**src/rtl/tap_mixer.sv**
```systemverilog
// tap_mixer: sequential FIR-style tap mixer with double-buffered coefficients.
//
// A delay-line snapshot (NTAPS signed taps) is latched on sample_valid. It is
// multiply-accumulated one tap per cycle against the active coefficient bank.
// The sum is then rounded and shifted right by COEF_FRAC (= COEF_W-1) and
// presented on out_sample with a one-cycle out_valid pulse.
// Latency is sample_valid at cycle 0 to out_valid at cycle NTAPS+2.
//
// Ports:
//   clock        in   sole clock, rising edge
//   resetn       in   asynchronous active-low reset
//   sample_valid in   strobe: taps holds a new snapshot
//   taps         in   WIDTH*NTAPS, tap k at [WIDTH*k +: WIDTH], k=0 newest
//   coef_we      in   coefficient write strobe (pending bank)
//   coef_addr    in   coefficient index, >= NTAPS ignored
//   coef_data    in   signed coefficient
//   out_sample   out  signed mixed sample, held between pulses
//   out_valid    out  one-cycle pulse when out_sample updates
//   busy         out  mix in progress
//   overrun      out  sticky: a sample_valid arrived while busy
//
// Optional feature: define TAP_MIXER_SAT_EN to clamp the rounded result to the
// WIDTH signed range. The default build wraps to the low WIDTH bits.
module tap_mixer #(
    parameter int WIDTH  = 16,
    parameter int NTAPS  = 8,
    parameter int COEF_W = 8
) (
    input  logic                   clock,
    input  logic                   resetn,
    input  logic                   sample_valid,
    input  logic [WIDTH*NTAPS-1:0] taps,
    input  logic                   coef_we,
    input  logic [2:0]             coef_addr,
    input  logic [COEF_W-1:0]      coef_data,
    output logic [WIDTH-1:0]       out_sample,
    output logic                   out_valid,
    output logic                   busy,
    output logic                   overrun
);

    localparam int COEF_FRAC = COEF_W - 1;
    localparam int PROD_W    = WIDTH + COEF_W;
    localparam int ACC_W     = WIDTH + COEF_W + 3;
    localparam int IDX_W     = (NTAPS > 1) ? $clog2(NTAPS) : 1;

    // Unity-gain moving average: each coefficient is 1/NTAPS in Q(COEF_FRAC).
    localparam logic [COEF_W-1:0] COEF_RST = COEF_W'((1 << COEF_FRAC) / NTAPS);
    localparam logic signed [ACC_W-1:0] RND_HALF = ACC_W'(1) << (COEF_FRAC - 1);

    typedef enum logic [1:0] {IDLE, MAC, ROUND, OUT} state_t;

    state_t state, state_d;

    logic [NTAPS-1:0][WIDTH-1:0]  snap;
    logic [NTAPS-1:0][COEF_W-1:0] coef_pend;
    logic [NTAPS-1:0][COEF_W-1:0] coef_act;
    logic signed [ACC_W-1:0]      acc;
    logic [IDX_W-1:0]             idx;
    logic signed [PROD_W-1:0]     prod;
    logic [WIDTH-1:0]             res;
    logic                         accept;
    logic                         addr_ok;

    // A 3-bit address can only reach an invalid index when NTAPS < 8.
    generate
        if (NTAPS >= 8) begin : g_addr_full
            assign addr_ok = 1'b1;
        end else begin : g_addr_chk
            assign addr_ok = (coef_addr < 3'(NTAPS));
        end
    endgenerate

    assign busy = (state != IDLE);
    assign prod = PROD_W'($signed(snap[idx])) * PROD_W'($signed(coef_act[idx]));

    // Round half up, then arithmetic shift back to sample scale.
`ifdef TAP_MIXER_SAT_EN
    localparam logic signed [ACC_W-1:0] SAT_MAX =
        {{(ACC_W-WIDTH+1){1'b0}}, {(WIDTH-1){1'b1}}};
    localparam logic signed [ACC_W-1:0] SAT_MIN =
        {{(ACC_W-WIDTH+1){1'b1}}, {(WIDTH-1){1'b0}}};
    logic signed [ACC_W-1:0] rnd;

    always_comb begin
        rnd = (acc + RND_HALF) >>> COEF_FRAC;
        if (rnd > SAT_MAX)
            res = SAT_MAX[WIDTH-1:0];
        else if (rnd < SAT_MIN)
            res = SAT_MIN[WIDTH-1:0];
        else
            res = rnd[WIDTH-1:0];
    end
`else
    assign res = WIDTH'((acc + RND_HALF) >>> COEF_FRAC);
`endif

    always_ff @(posedge clock or negedge resetn) begin
        if (!resetn)
            state <= IDLE;
        else
            state <= state_d;
    end

    always_comb begin
        state_d = state;
        accept  = 1'b0;
        case (state)
            IDLE: begin
                if (sample_valid) begin
                    accept  = 1'b1;
                    state_d = MAC;
                end
            end
            MAC:     if (idx == IDX_W'(NTAPS - 1)) state_d = ROUND;
            ROUND:   state_d = OUT;
            OUT:     state_d = IDLE;
            default: state_d = IDLE;
        endcase
    end

    always_ff @(posedge clock or negedge resetn) begin
        if (!resetn) begin
            snap       <= '0;
            coef_pend  <= {NTAPS{COEF_RST}};
            coef_act   <= {NTAPS{COEF_RST}};
            acc        <= '0;
            idx        <= '0;
            out_sample <= '0;
            out_valid  <= 1'b0;
            overrun    <= 1'b0;
        end else begin
            if (coef_we && addr_ok)
                coef_pend[coef_addr] <= coef_data;
            // Same-cycle write sees the old pending value copied here, so it
            // only reaches the active bank on the next accept.
            if (accept) begin
                coef_act <= coef_pend;
                snap     <= taps;
                acc      <= '0;
                idx      <= '0;
            end
            if (state == MAC) begin
                acc <= acc + ACC_W'(prod);
                idx <= idx + IDX_W'(1);
            end
            // Registered on the ROUND->OUT edge so the pulse and data appear
            // together during OUT.
            out_valid <= (state == ROUND);
            if (state == ROUND)
                out_sample <= res;
            if (sample_valid && busy)
                overrun <= 1'b1;
        end
    end

endmodule
```
**config.mk**
```make
export PLATFORM = sky130hd
export DESIGN_NAME = tap_mixer
export DESIGN_NICKNAME = d
export VERILOG_FILES = /design/src/rtl/tap_mixer.sv
export SDC_FILE = /design/constraint.sdc
export NUM_CORES = 1
export LEC_CHECK = 0
export CORE_MARGIN = 4
export CORE_UTILIZATION = 45
export DETAILED_ROUTE_END_ITERATION = 10
export MAX_ROUTING_LAYER = met4
export PLACE_DENSITY_LB_ADDON = 0.12
export SLEW_MARGIN = 20
export SYNTH_ARGS = -nofsm -noshare
export SYNTH_HDL_FRONTEND = slang
export SYNTH_SLANG_ARGS = --single-unit
```
**constraint.sdc**
```tcl
create_clock -name clock -period 7.3 [get_ports clock]
set_input_delay 1.095 -clock clock [delete_from_list [all_inputs] [get_ports clock]]
set_output_delay 1.095 -clock clock [all_outputs]
set_load 0.01 [all_outputs]
```
# Word level (Yosys, flattened, before mapping)
# Cells that the tools add are included.
[totals]
register_bits = 306
wordCells = 65
out_inout_bits = 19
[classes]
eq_ne = 6
muxes = 16
n_reduce_logical = 6
order_cmp = 3
mul = 1
add_sub_neg = 3
[op_table]
columns = ["cell", "n"]
rows = [
  ["64-bit bitwise mux", 1],
  ["27-bit two-way mux", 2],
  ["16-bit binary-select mux with 3-bit select", 1],
  ["27-bit by 24-bit adder with 27-bit output", 1],
  ["8-bit binary-select mux with 3-bit select", 1],
  ["8-bit demux with 3-bit select", 1],
  ["16-bit by 8-bit multiplier with 24-bit output", 1],
  ["23-bit by 8-bit adder with 23-bit output, second input constant", 1],
  ["16-bit two-way mux", 1],
  ["8-bit two-way mux", 2],
  ["3-bit by 4-bit less-than comparator with 1-bit output, second input constant", 2],
  ["2-bit one-hot mux with 4 select lines", 1],
  ["3-bit two-way mux", 2],
  ["2-bit equality test, second input constant", 2],
  ["2-bit two-way mux", 2],
  ["2-bit != test, second input constant", 2],
  ["2-bit nonzero test", 2],
  ["3-bit by 1-bit adder with 3-bit output, second input constant", 1],
  ["3-bit equality test, second input constant", 1],
  ["3-bit by 1-bit greater-or-equal comparator with 1-bit output, second input constant", 1],
  ["2-bit by 1-bit equality test with 1-bit output, second input constant", 1],
  ["1-bit logical AND", 2],
  ["2-bit logical NOT", 1],
  ["1-bit two-way mux", 2],
  ["2-bit AND reduction", 1],
]

# Logic depth before layout (Yosys ltp)
# Gate-level depths: netlist of run 1.
[depth]
ltp_word = 5
mapped_depth = 26

# Worst setup path after synthesis of run 1
# Ideal clock, no wire load.
[synth_timing]
path_kind = "register to register"
from = "register idx[1]"
to = "register acc[21]"
t_required_ns = 7.160
slack_ns = 1.049
setup_ns = 0.140
path_stages_with_launch = 21
path_buffers = 3
arrival_ns = 6.111
synth_period_minus_slack_ns = 6.251
path_cell_list = "dfrtp_1 > buf_2 > buf_2 > buf_1 > mux4_2 > mux2i_1 > nor2_1 > fa_1 > inv_1 > fa_1 > inv_1 > fa_1 > fa_1 > fa_1 > ha_1 > or2_2 > a211oi_2 > o211ai_1 > a221o_1 > o311ai_1 > o211ai_1"
[synth_via]
elab_chain_len = 5
[synth_lines]
columns = ["element", "line", "source"]
rows = [
  ["start, declared", "59", "logic [IDX_W-1:0] idx;"],
  ["start signal, assigned", "145", "idx <= idx + IDX_W'(1);"],
  ["16-bit binary-select mux with 3-bit select or 8-bit binary-select mux with 3-bit select (tied branches)", "75", "assign prod = PROD_W'($signed(snap[idx])) * PROD_W'($signed(coef_act[idx]));"],
  ["16-bit two-way mux (implied by the code) or 8-bit two-way mux (tied branches)", "75", ""],
  ["16-bit by 8-bit multiplier with 24-bit output (*)", "75", ""],
  ["27-bit by 24-bit adder with 27-bit output (*)", "144", "acc <= acc + ACC_W'(prod);"],
  ["27-bit two-way mux (*)", "143", "if (state == MAC) begin"],
  ["end signal, assigned", "144", ""],
  ["end, declared", "58", "logic signed [ACC_W-1:0] acc;"],
]
# Every way passes the cells marked *; elsewhere a longest branch is shown, timed or not. The select of a mux whose other input is x is not followed.
# A chain may end at the register's enable or synchronous reset.

# Worst setup path in the final report of run 1
[layout_timing]
from = "register idx[0]"
to = "register acc[21]"
# The elaborated chain is that of the path after synthesis.

==> impl_results.md, run 1 <==
- Mean Syn Cell Area: 13.1 sq um
- CTS tree: built
- CORE AREA: 38,700 sq um
- Initial antenna violation count: 1
- Synth Flop Type: dfrtp_1
- Die Width: 206 microns
- Ys async rst share: 1.00
- CTS buffer count: 36
- Commonest non-fill, non-tap cell in the layout: dfrtp_1
- Io pins: 162
- HP Class: flip-flop to flip-flop
- Synthesized area: 17,700 sq um
- Worst setup SP type: flip-flop
- Global-route wire length before repair: between 60,000 and 70,000 microns
- YS warnings: 0
- Fin crit share: 0.921
- Routed Antenna Nets: 0
- Critical-path maximum fanout: 20
- Worst Setup Path Type: flip-flop to flip-flop
- Share of layout cells above drive strength 1: 0.281
- Clk root buf: clkbuf_16
- Slowest Stage Delay on Critical Path: 0.73 ns
- Slew Limit Fails: 0
- Die height: between 200 and 250 microns
- Hold_buf cts: 0
- RSZ-0062 raised after global routing: false
- Slew @ Worst Pin: 1.10 ns
- Vias: approximately 11,000
- Most frequent cells in the layout: dfrtp_1, mux2_2, clkdlybuf4s50_1, fa_1, nor2_1
- Synthesized netlist cell count: 1,347
- Slowest cell on the critical path: mux2i_1
- Routed len/inst: 19.6 microns
- Setup-failing EPs final: 0
- Fin cells: 2,059
- CP arrival: 7.13 ns
- Overflow after GRT: 0
- Rows: between 70 and 80
- EDFF count, synth: 0
- I/O Buffers: 161
- Highest clock rate: 149 MHz
- Max cap viols: 0
- Drt pass-1 iters: 4
- Total Nets Final: 1,835
- Largest net degree at the start of global routing: 161
- Syn Nets: 1,668
- TNS Setup: 0 ns
- Overall Global Routing Usage: 0.205
- Tmin final: around 6.7 ns
- Top Family by Delay on Critical Path: adder cells
- Clock Pin Slew Worst Setup and Hold Paths: 0.06 ns
- H-tree Lvls: 2
- DR vias/cell: 5.28
- Crit-path most repeated cell: fa_1
- Routed Wire Length: 40,400 microns
- CP Capture Type: flip-flop
- Number of clock sinks: approximately 300
- Number of DRC markers in iteration 0: 466
- Unique masters post-synth: 54
- Vias in the first global route: 11,700
- Area Growth Syn to Fin: 19.9%
- Setup bufs post-CTS: 0
- Req. time, crit path: slightly below 8 ns
- Effective utilization at floorplan: 0.457
- Critical path, cell by cell: buf_4, mux4_2, mux2i_1, nand2b_1, fa_1, inv_1, fa_1, fa_1, fa_1, ha_1, ha_1, or2_2, a211oi_2, o211ai_1, a221o_1, o311ai_1, o211ai_1
- Max-slew headroom: 0.260
- Post-Place Cells: 1,994
- Hold WS: around 0.46 ns
- Resize count post-CTS: 0
- Drt drc: 0
- Yosys reg bits: 302
- Clk_lat worst skew: roughly 0.55 ns
- Sequential-to-total area share from yosys stat: 0.428
- Dpl hpwl: 29,400 microns
- Routability Congestion: 0.901
- Full die area: 42,500 sq um
- Outcome: completed
- Worst Clk Skew: 0.0227 ns
- Max clock buf depth: 3
- Worst path bufs/invs: 2
- Hold Fails Final Rpt: 0
[flip-flops by register name (all words and copies together), names as in the netlist]
register and flops:
out_sample 16, snap 128, state 2, coef_pend 64
acc 23, idx 3, out_valid 1, overrun 1
coef_act 64
[path summary, 6_finish.rpt]
kind / slack [ns] / end / startpoint / cells after the start
worst max-delay path: 0.58 / acc[21] / idx[0] / 17
min in group asynchronous: 0.50 / snap[22] / resetn / 1
worst max register to register: 0.58 / acc[21] / idx[0] / 17
worst min-delay path: 0.46 / overrun / overrun / 1
worst min register to register: 0.46 / overrun / overrun / 1
max in group asynchronous: 5.54 / snap[106] / resetn / 2
[cell usage after synthesis (4+ instances only)]
| library cell | number | share of area |
|---|---|---|
| a21o_1 | 8 | 0.0034 |
| a21oi_1 | 27 | 0.0076 |
| and2_1 | 5 | 0.0018 |
| buf_1 | 9 | 0.0019 |
| buf_2 | 8 | 0.0023 |
| clkbuf_1 | 36 | 0.0076 |
| dfrtp_1 | 286 | 0.40 |
| dfstp_2 | 16 | 0.024 |
| fa_1 | 122 | 0.14 |
| ha_1 | 56 | 0.040 |
| inv_1 | 94 | 0.020 |
| inv_2 | 8 | 0.0017 |
| mux2_2 | 262 | 0.17 |
| mux2i_1 | 16 | 0.0091 |
| mux4_2 | 48 | 0.061 |
| nand2_1 | 56 | 0.012 |
| nand2b_1 | 31 | 0.011 |
| nand3_1 | 17 | 0.0048 |
| nand4_1 | 4 | 0.0014 |
| nor2_1 | 98 | 0.021 |
| nor2b_1 | 14 | 0.0050 |
| nor3_1 | 8 | 0.0023 |
| o211ai_1 | 4 | 0.0017 |
| o21a_1 | 4 | 0.0017 |
| o21ai_0 | 24 | 0.0068 |
| o21ai_1 | 7 | 0.0020 |
| xnor2_1 | 26 | 0.013 |
| xor2_1 | 11 | 0.0054 |
[worst reg2reg max path, stage by stage (launching register included)]
cell      delay (ns)
dfrtp_4         0.69
buf_4           0.27
mux4_2          0.55
mux2i_1         0.74
nand2b_1        0.22
fa_1            0.43
inv_1           0.09
fa_1            0.43
fa_1            0.47
fa_1            0.50
ha_1            0.31
ha_1            0.24
or2_2           0.34
a211oi_2        0.30
o211ai_1        0.23
a221o_1         0.40
o311ai_1        0.25
o211ai_1        0.12
[cell type report]
| class | instances | area [sq um] |
|---|---|---|
| Fill cell | 3289 | 17500 |
| Clock inverter | 5 | 115 |
| Inverter | 102 | 383 |
| Multi-Input combinational cell | 885 | 9490 |
| Sequential cell | 302 | 7580 |
| Antenna cell | 1 | 2.50 |
| Timing Repair Buffer | 187 | 1850 |
| Clock buffer | 59 | 1130 |
| Tap cell | 518 | 648 |
[routing by layer]
| layer | vias to the layer above | track usage | wire length [microns] |
|---|---|---|---|
| met5 | - | - | 0 |
| met3 | 60 | 0.0402 | 1870 |
| met4 | 0 | 0.0454 | 759 |
| met2 | 213 | 0.314 | 19100 |
| li1 | 4951 | - | - |
| met1 | 5645 | 0.288 | 18700 |
[kinds of logic after synthesis]
logic type | synth area share
compound gates | 0.0316
xor+xnor | 0.0183
fa+ha+maj | 0.178
buf+inv | 0.0362
flops | 0.428
mux | 0.242
simple gates | 0.0658
[metrics by stage]
| stage | area [sq um] | utilization | setup slack [ns] |
|---|---|---|---|
| floorplan | 17700 | - | 1.05 |
| detailed placement | 20000 | 0.515 | 0.595 |
| finish | 21200 | 0.547 | 0.576 |
| global placement | 20000 | 0.515 | 0.639 |
| global route | 21200 | 0.547 | 0.271 |
| CTS | 21200 | 0.547 | 0.573 |
Power of run 1 is not shown: default switching activity piles up to over one toggle a cycle in this logic, so the estimate is an artifact.
==> run 2, diff against run 1 <==
--- a/config.mk
+++ b/config.mk
@@ -6,7 +6,8 @@
 export NUM_CORES = 1
 export LEC_CHECK = 0
 export CORE_MARGIN = 4
-export CORE_UTILIZATION = 45
+export CORE_UTILIZATION = 30
+export CTS_BUF_LIST = sky130_fd_sc_hd__clkbuf_2
 export DETAILED_ROUTE_END_ITERATION = 10
 export MAX_ROUTING_LAYER = met4
 export PLACE_DENSITY_LB_ADDON = 0.12
==> run 2 against run 1 <==
Final cell count is 17% higher; die area rose by 48%; non-clock buffer count up 7; global-route usage down 5.2 points; via count up 2.5%; cell area decreased by 0.36%.
==> impl_results.md, run 2 (same netlist as run 1, synthesis figures left out) <==
- Outcome: completed
- Top Family by Delay on Critical Path: adder cells
- Top reg by flops: snap
- Drt drc: 0
- Hold_buf cts: 0
- Max FFs per register: 128
- Crit-path most repeated cell: fa_1
- Fin crit share: 0.904
- FF-to-FF path depth: 17
- Worst path bufs/invs: 2
- HP Class: input pin to asynchronous set/reset pin
- Full die area: 62,900 sq um
- Routed len/inst: 19.1 microns
- Die Width: 251 microns
- Max-slew headroom: 0.294
- CORE AREA: around 58,000 sq um
- Clk_lat worst skew: 1.00 ns
- Vias in the first global route: between 10,000 and 15,000
- Tmin final: 6.60 ns
- RSZ-0062 raised after global routing: false
- Routability Congestion: 0.815
- Slew @ Worst Pin: 1.06 ns
- Critical-path maximum fanout: 25
- DR vias/cell: 4.64
- Resize count post-CTS: 0
- Critical path, cell by cell: buf_12, mux4_2, mux2i_1, nand2b_1, fa_1, inv_1, fa_1, fa_1, fa_1, ha_1, ha_1, or2_2, a211oi_2, o211ai_1, a221o_1, o311ai_1, o211ai_1
- Overflow after GRT: 0
- Number of DRC markers in iteration 0: ~520
- Slowest Stage Delay on Critical Path: 0.69 ns
- Effective utilization at floorplan: 0.305
- CP arrival: 7.47 ns
- Setup bufs post-CTS: 0
- TNS Setup: 0 ns
- Req. time, crit path: 8.17 ns
- Largest net degree at the start of global routing: between 100 and 150
- Setup-failing EPs final: 0
- Initial antenna violation count: 1
- CTS tree: built
- Worst Clk Skew: about 0.077 ns
- Dpl hpwl: between 30,000 and 40,000 microns
- Number of clock sinks: approximately 300
- CP Capture Type: flip-flop
- Highest clock rate: 152 MHz
- Commonest non-fill, non-tap cell in the layout: dfrtp_1
- Vias: 11,100
- Slew Limit Fails: 0
- Routed Antenna Nets: 0
- Clock Pin Slew Worst Setup and Hold Paths: 0.10 ns
- I/O Buffers: 161
- Worst setup SP type: flip-flop
- Io pins: 162
- Share of layout cells above drive strength 1: 0.318
- Worst Setup Path Type: flip-flop to flip-flop
- Max clock buf depth: 3
- Global-route wire length before repair: 72,800 microns
- Overall Global Routing Usage: 0.153
- Fillers: roughly 5,700
- Total Nets Final: around 1,900
- Drt pass-1 iters: 4
- Clk root buf: clkbuf_2
- Die height: 251 microns
- Rows: 88
- H-tree Lvls: 3
- Largest regs: snap x128, coef_act x64, coef_pend x64
- CTS buffer count: 87
- CP Depth: 17
- Slowest cell on the critical path: mux2i_1
- Routed Wire Length: about 46,000 microns
- Max cap viols: 0
- Area Growth Syn to Fin: 19.4%
- Hold Fails Final Rpt: 0
- Most frequent cells in the layout: dfrtp_1, mux2_2, clkdlybuf4s50_1, clkbuf_2, fa_1
[run 2: changes by cell type in the layout (fill, tap and decap cells not counted), sizes merged]
cell / delta
clkinv: +14
buf: +7
clkbuf: +72
inv: +2
diode: +1
[run 2: final timing paths]
kind / endpoint / startpoint / slack (ns)
min in group clock: overrun / overrun / 0.46
worst min-delay path: acc[11] / resetn / 0.13
max in group asynchronous: coef_pend[2] / resetn / 5.70
worst max-delay path: acc[21] / idx[0] / 0.70
worst min register to register: overrun / overrun / 0.46
worst max register to register: acc[21] / idx[0] / 0.70
[run 2: metal layers]
metal | share of wire | global-route usage
met1 | 0.48 | 0.207
met2 | 0.46 | 0.235
met3 | 0.040 | 0.0282
met4 | 0.020 | 0.0477
met5 | 0 | -
[run 2: final cells by class]
type | instances | area (sq um) | area share
clock inverters | 21 | 148 | 0.00699
repair buffers | 194 | 1910 | 0.0906
multi-input cells | 885 | 9480 | 0.449
clock buffers | 131 | 656 | 0.0310
inverters | 102 | 383 | 0.0181
flip-flops and latches | 302 | 7580 | 0.359
diodes | 2 | 5.00 | 0.000237
well taps | 765 | 957 | 0.0453
[run 2: metrics by stage]
stage | cells | area (sq um) | utilization | hold WS (ns) | setup slack, ns
4_1_cts | 2400 | 21100 | 0.364 | 0.0149 | 0.636
2_1_floorplan | 1347 | 17700 | - | 0.474 | 1.05
3_5_place_dp | 2248 | 20300 | 0.350 | 0.447 | 0.665
3_3_place_gp | 2248 | 20300 | 0.350 | 0.452 | 0.729
6_report | 2402 | 21100 | 0.364 | 0.134 | 0.700
5_1_grt | 2402 | 21100 | 0.364 | 0.113 | 0.308
Power of run 2 is left out for the same reason.
==> run 3, diff against run 2 <==
--- a/config.mk
+++ b/config.mk
@@ -5,13 +5,13 @@
 export SDC_FILE = /design/constraint.sdc
 export NUM_CORES = 1
 export LEC_CHECK = 0
+export ABC_AREA = 1
 export CORE_MARGIN = 4
 export CORE_UTILIZATION = 30
 export CTS_BUF_LIST = sky130_fd_sc_hd__clkbuf_2
 export DETAILED_ROUTE_END_ITERATION = 10
 export MAX_ROUTING_LAYER = met4
 export PLACE_DENSITY_LB_ADDON = 0.12
-export SLEW_MARGIN = 20
 export SYNTH_ARGS = -nofsm -noshare
 export SYNTH_HDL_FRONTEND = slang
 export SYNTH_SLANG_ARGS = --single-unit
==> run 3 against run 2 <==
Clock-buffer cell count rose by 3; sequential share of layout area is 0.42 points lower; synthesized cell count grew 64%; first-iteration DRC count increased by 88%; via count up 35%; global-route usage grew 3.5 points; utilization decreased by 0.47 points; final cell count up 34%; cell area grew 1.2%; largest cell class unchanged.
==> impl_results.md, run 3 <==
- Outcome: completed
- Setup-failing EPs final: 0
- Critical-path maximum fanout: 100
- Global-route wire length before repair: 91,400 microns
- Overflow after GRT: 0
- Cell taking the most area after synthesis: dfrtp_1
- Resize count post-CTS: 0
- Dpl hpwl: 41,600 microns
- Synthesized netlist cell count: 2,209
- Slew Limit Fails: 0
- CP Capture Type: flip-flop
- Most frequent cells in the layout: nand2_1, dfrtp_1, o21ai_0, inv_1, nor2_1
- Vias: 15,100
- Full die area: 64,400 sq um
- Largest net degree at the start of global routing: 169
- Overall Global Routing Usage: 0.188
- Number of clock sinks: 302
- H-tree Lvls: 3
- Synth Flop Type: dfrtp_1
- Worst Setup Path Type: flip-flop to flip-flop
- Largest cells by area after synthesis: dfrtp_1, nand2_1, fa_1
- DR vias/cell: 4.67
- CTS tree: built
- Max cap viols: 0
- Clk_lat worst skew: 1.17 ns
- Clock Pin Slew Worst Setup and Hold Paths: 0.10 ns
- Ys async rst share: 1.00
- Most instantiated cells after synthesis: nand2_1, dfrtp_1, o21ai_0
- Total Nets Final: 2,705
- Drt drc: 0
- Share of layout cells above drive strength 1: 0.100
- Req. time, crit path: 8.28 ns
- RSZ-0062 raised after global routing: false
- Vias in the first global route: 15,900
- Commonest non-fill, non-tap cell in the layout: nand2_1
- Hold Fails Final Rpt: 0
- Top-count cell post-synth: nand2_1
- Synthesized area: about 18,000 sq um
- Syn Nets: 2,530
- Number of DRC markers in iteration 0: 978
- Initial antenna violation count: 3
- Clk root buf: clkbuf_2
- Share of the synthesized area in the top cell type: 0.395
- Top reg by flops: snap
- Routed len/inst: 17.9 microns
- Hold WS: 0.417 ns
- Fillers: 6,418
- Max-slew headroom: 0.374
- Tmin final: 6.34 ns
- Io pins: 162
- Routed Wire Length: between 50,000 and 60,000 microns
- EDFF count, synth: 0
- Worst setup SP type: flip-flop
- TNS Setup: 0 ns
- Sequential-to-total area share from yosys stat: 0.418
- Max clock buf depth: 3
- Unique masters post-synth: 38
- Routed Antenna Nets: 0
- HP Class: flip-flop to flip-flop
- Area Growth Syn to Fin: 17.9%
- Largest regs: snap x128, coef_act x64, coef_pend x64
- YS warnings: 0
- I/O Buffers: 161
- Slew @ Worst Pin: 0.938 ns
- Hold_buf cts: 1
- Die Width: 254 microns
- CORE AREA: approximately 59,000 sq um
- Routability Congestion: 0.925
- Worst Clk Skew: 0.130 ns
- Fin crit share: 0.868
- Rows: 89
- Yosys reg bits: between 300 and 400
- Mean Syn Cell Area: between 8 and 9 sq um
- Highest clock rate: 158 MHz
- Setup bufs post-CTS: 0
- Drt pass-1 iters: 5
- CTS buffer count: 88
- Max FFs per register: between 100 and 150
- CP arrival: roughly 7.3 ns
- Effective utilization at floorplan: 0.305
- Die height: 254 microns
## run 3: cell count changes in the layout (fill, tap and decap cells not counted), sizes merged, moves of 48 or more
cell   previous run  this run
nand2            56       809
mux2            263         0
o21ai            31       241
inv             105       222
nor2             98       196
mux4             48         0
o22ai             0        48
## run 3: through the flow
step	cell area, sq um	util	cells	setup WS [ns]
5_1_grt	21400	0.359	3230	0.537
3_5_place_dp	20500	0.345	3066	0.875
2_1_floorplan	18100	-	2209	1.75
6_report	21400	0.359	3230	0.964
3_3_place_gp	20500	0.345	3066	0.870
4_1_cts	21300	0.359	3222	0.893
## run 3: final cells by class
class	instances	area [sq um]	area share
inverter	221	837	0.0392
tap	773	967	0.0453
clock inverter	21	136	0.00638
antenna	8	20.0	0.000937
timing repair buffer	184	1890	0.0885
sequential	302	7580	0.355
clock buffer	134	671	0.0314
multi-input combinational	1587	9260	0.434
## run 3: worst max-delay path, cell delays in order (launching register included)
cell and delay, ns:
dfrtp_4 0.46, buf_12 0.37, o21ai_0 0.16, o22ai_1 0.31, inv_1 0.11, o21ai_2 0.31, nand2_1 0.13, fa_1 0.53
fa_1 0.55, inv_1 0.06, fa_1 0.50, fa_1 0.52, fa_1 0.49, ha_1 0.33, inv_1 0.09, nor3_1 0.46
nand2_1 0.09, nand2_1 0.12, nand2_1 0.10, nand2_1 0.07, a21oi_1 0.06, xor2_1 0.14, o21ai_0 0.13
## run 3: logic make-up after synthesis
kind of cell               share of synthesized area
AOI/OAI and AO/OA                              0.101
xor gates and xnor gates                     0.00821
DFF                                            0.418
adders and majority gates                      0.173
and+or+nand+nor                                0.228
buffers and inverters                         0.0713
## run 3: final timing paths
kind | startpoint | endpoint | slack [ns] | depth (start not counted)
max reg2reg | idx[0] | acc[12] | 0.96 | 22
min reg2reg | coef_pend[6] | coef_act[6] | 0.42 | 2
min in group asynchronous | resetn | acc[11] | 0.65 | 2
min | coef_pend[6] | coef_act[6] | 0.42 | 2
max | idx[0] | acc[12] | 0.96 | 22
max in group asynchronous | resetn | coef_act[46] | 5.18 | 3
## run 3: metal layers
metal | global-route usage | part of all wire | vias up | wire, microns
met2 | 0.299 | 0.47 | 348 | 27300
met1 | 0.249 | 0.46 | 7332 | 26600
met4 | 0.0484 | 0.021 | 0 | 1200
met5 | - | 0 | - | 0
li1 | - | - | 7313 | -
met3 | 0.0350 | 0.045 | 85 | 2590
Power of run 3 is left out for the same reason.
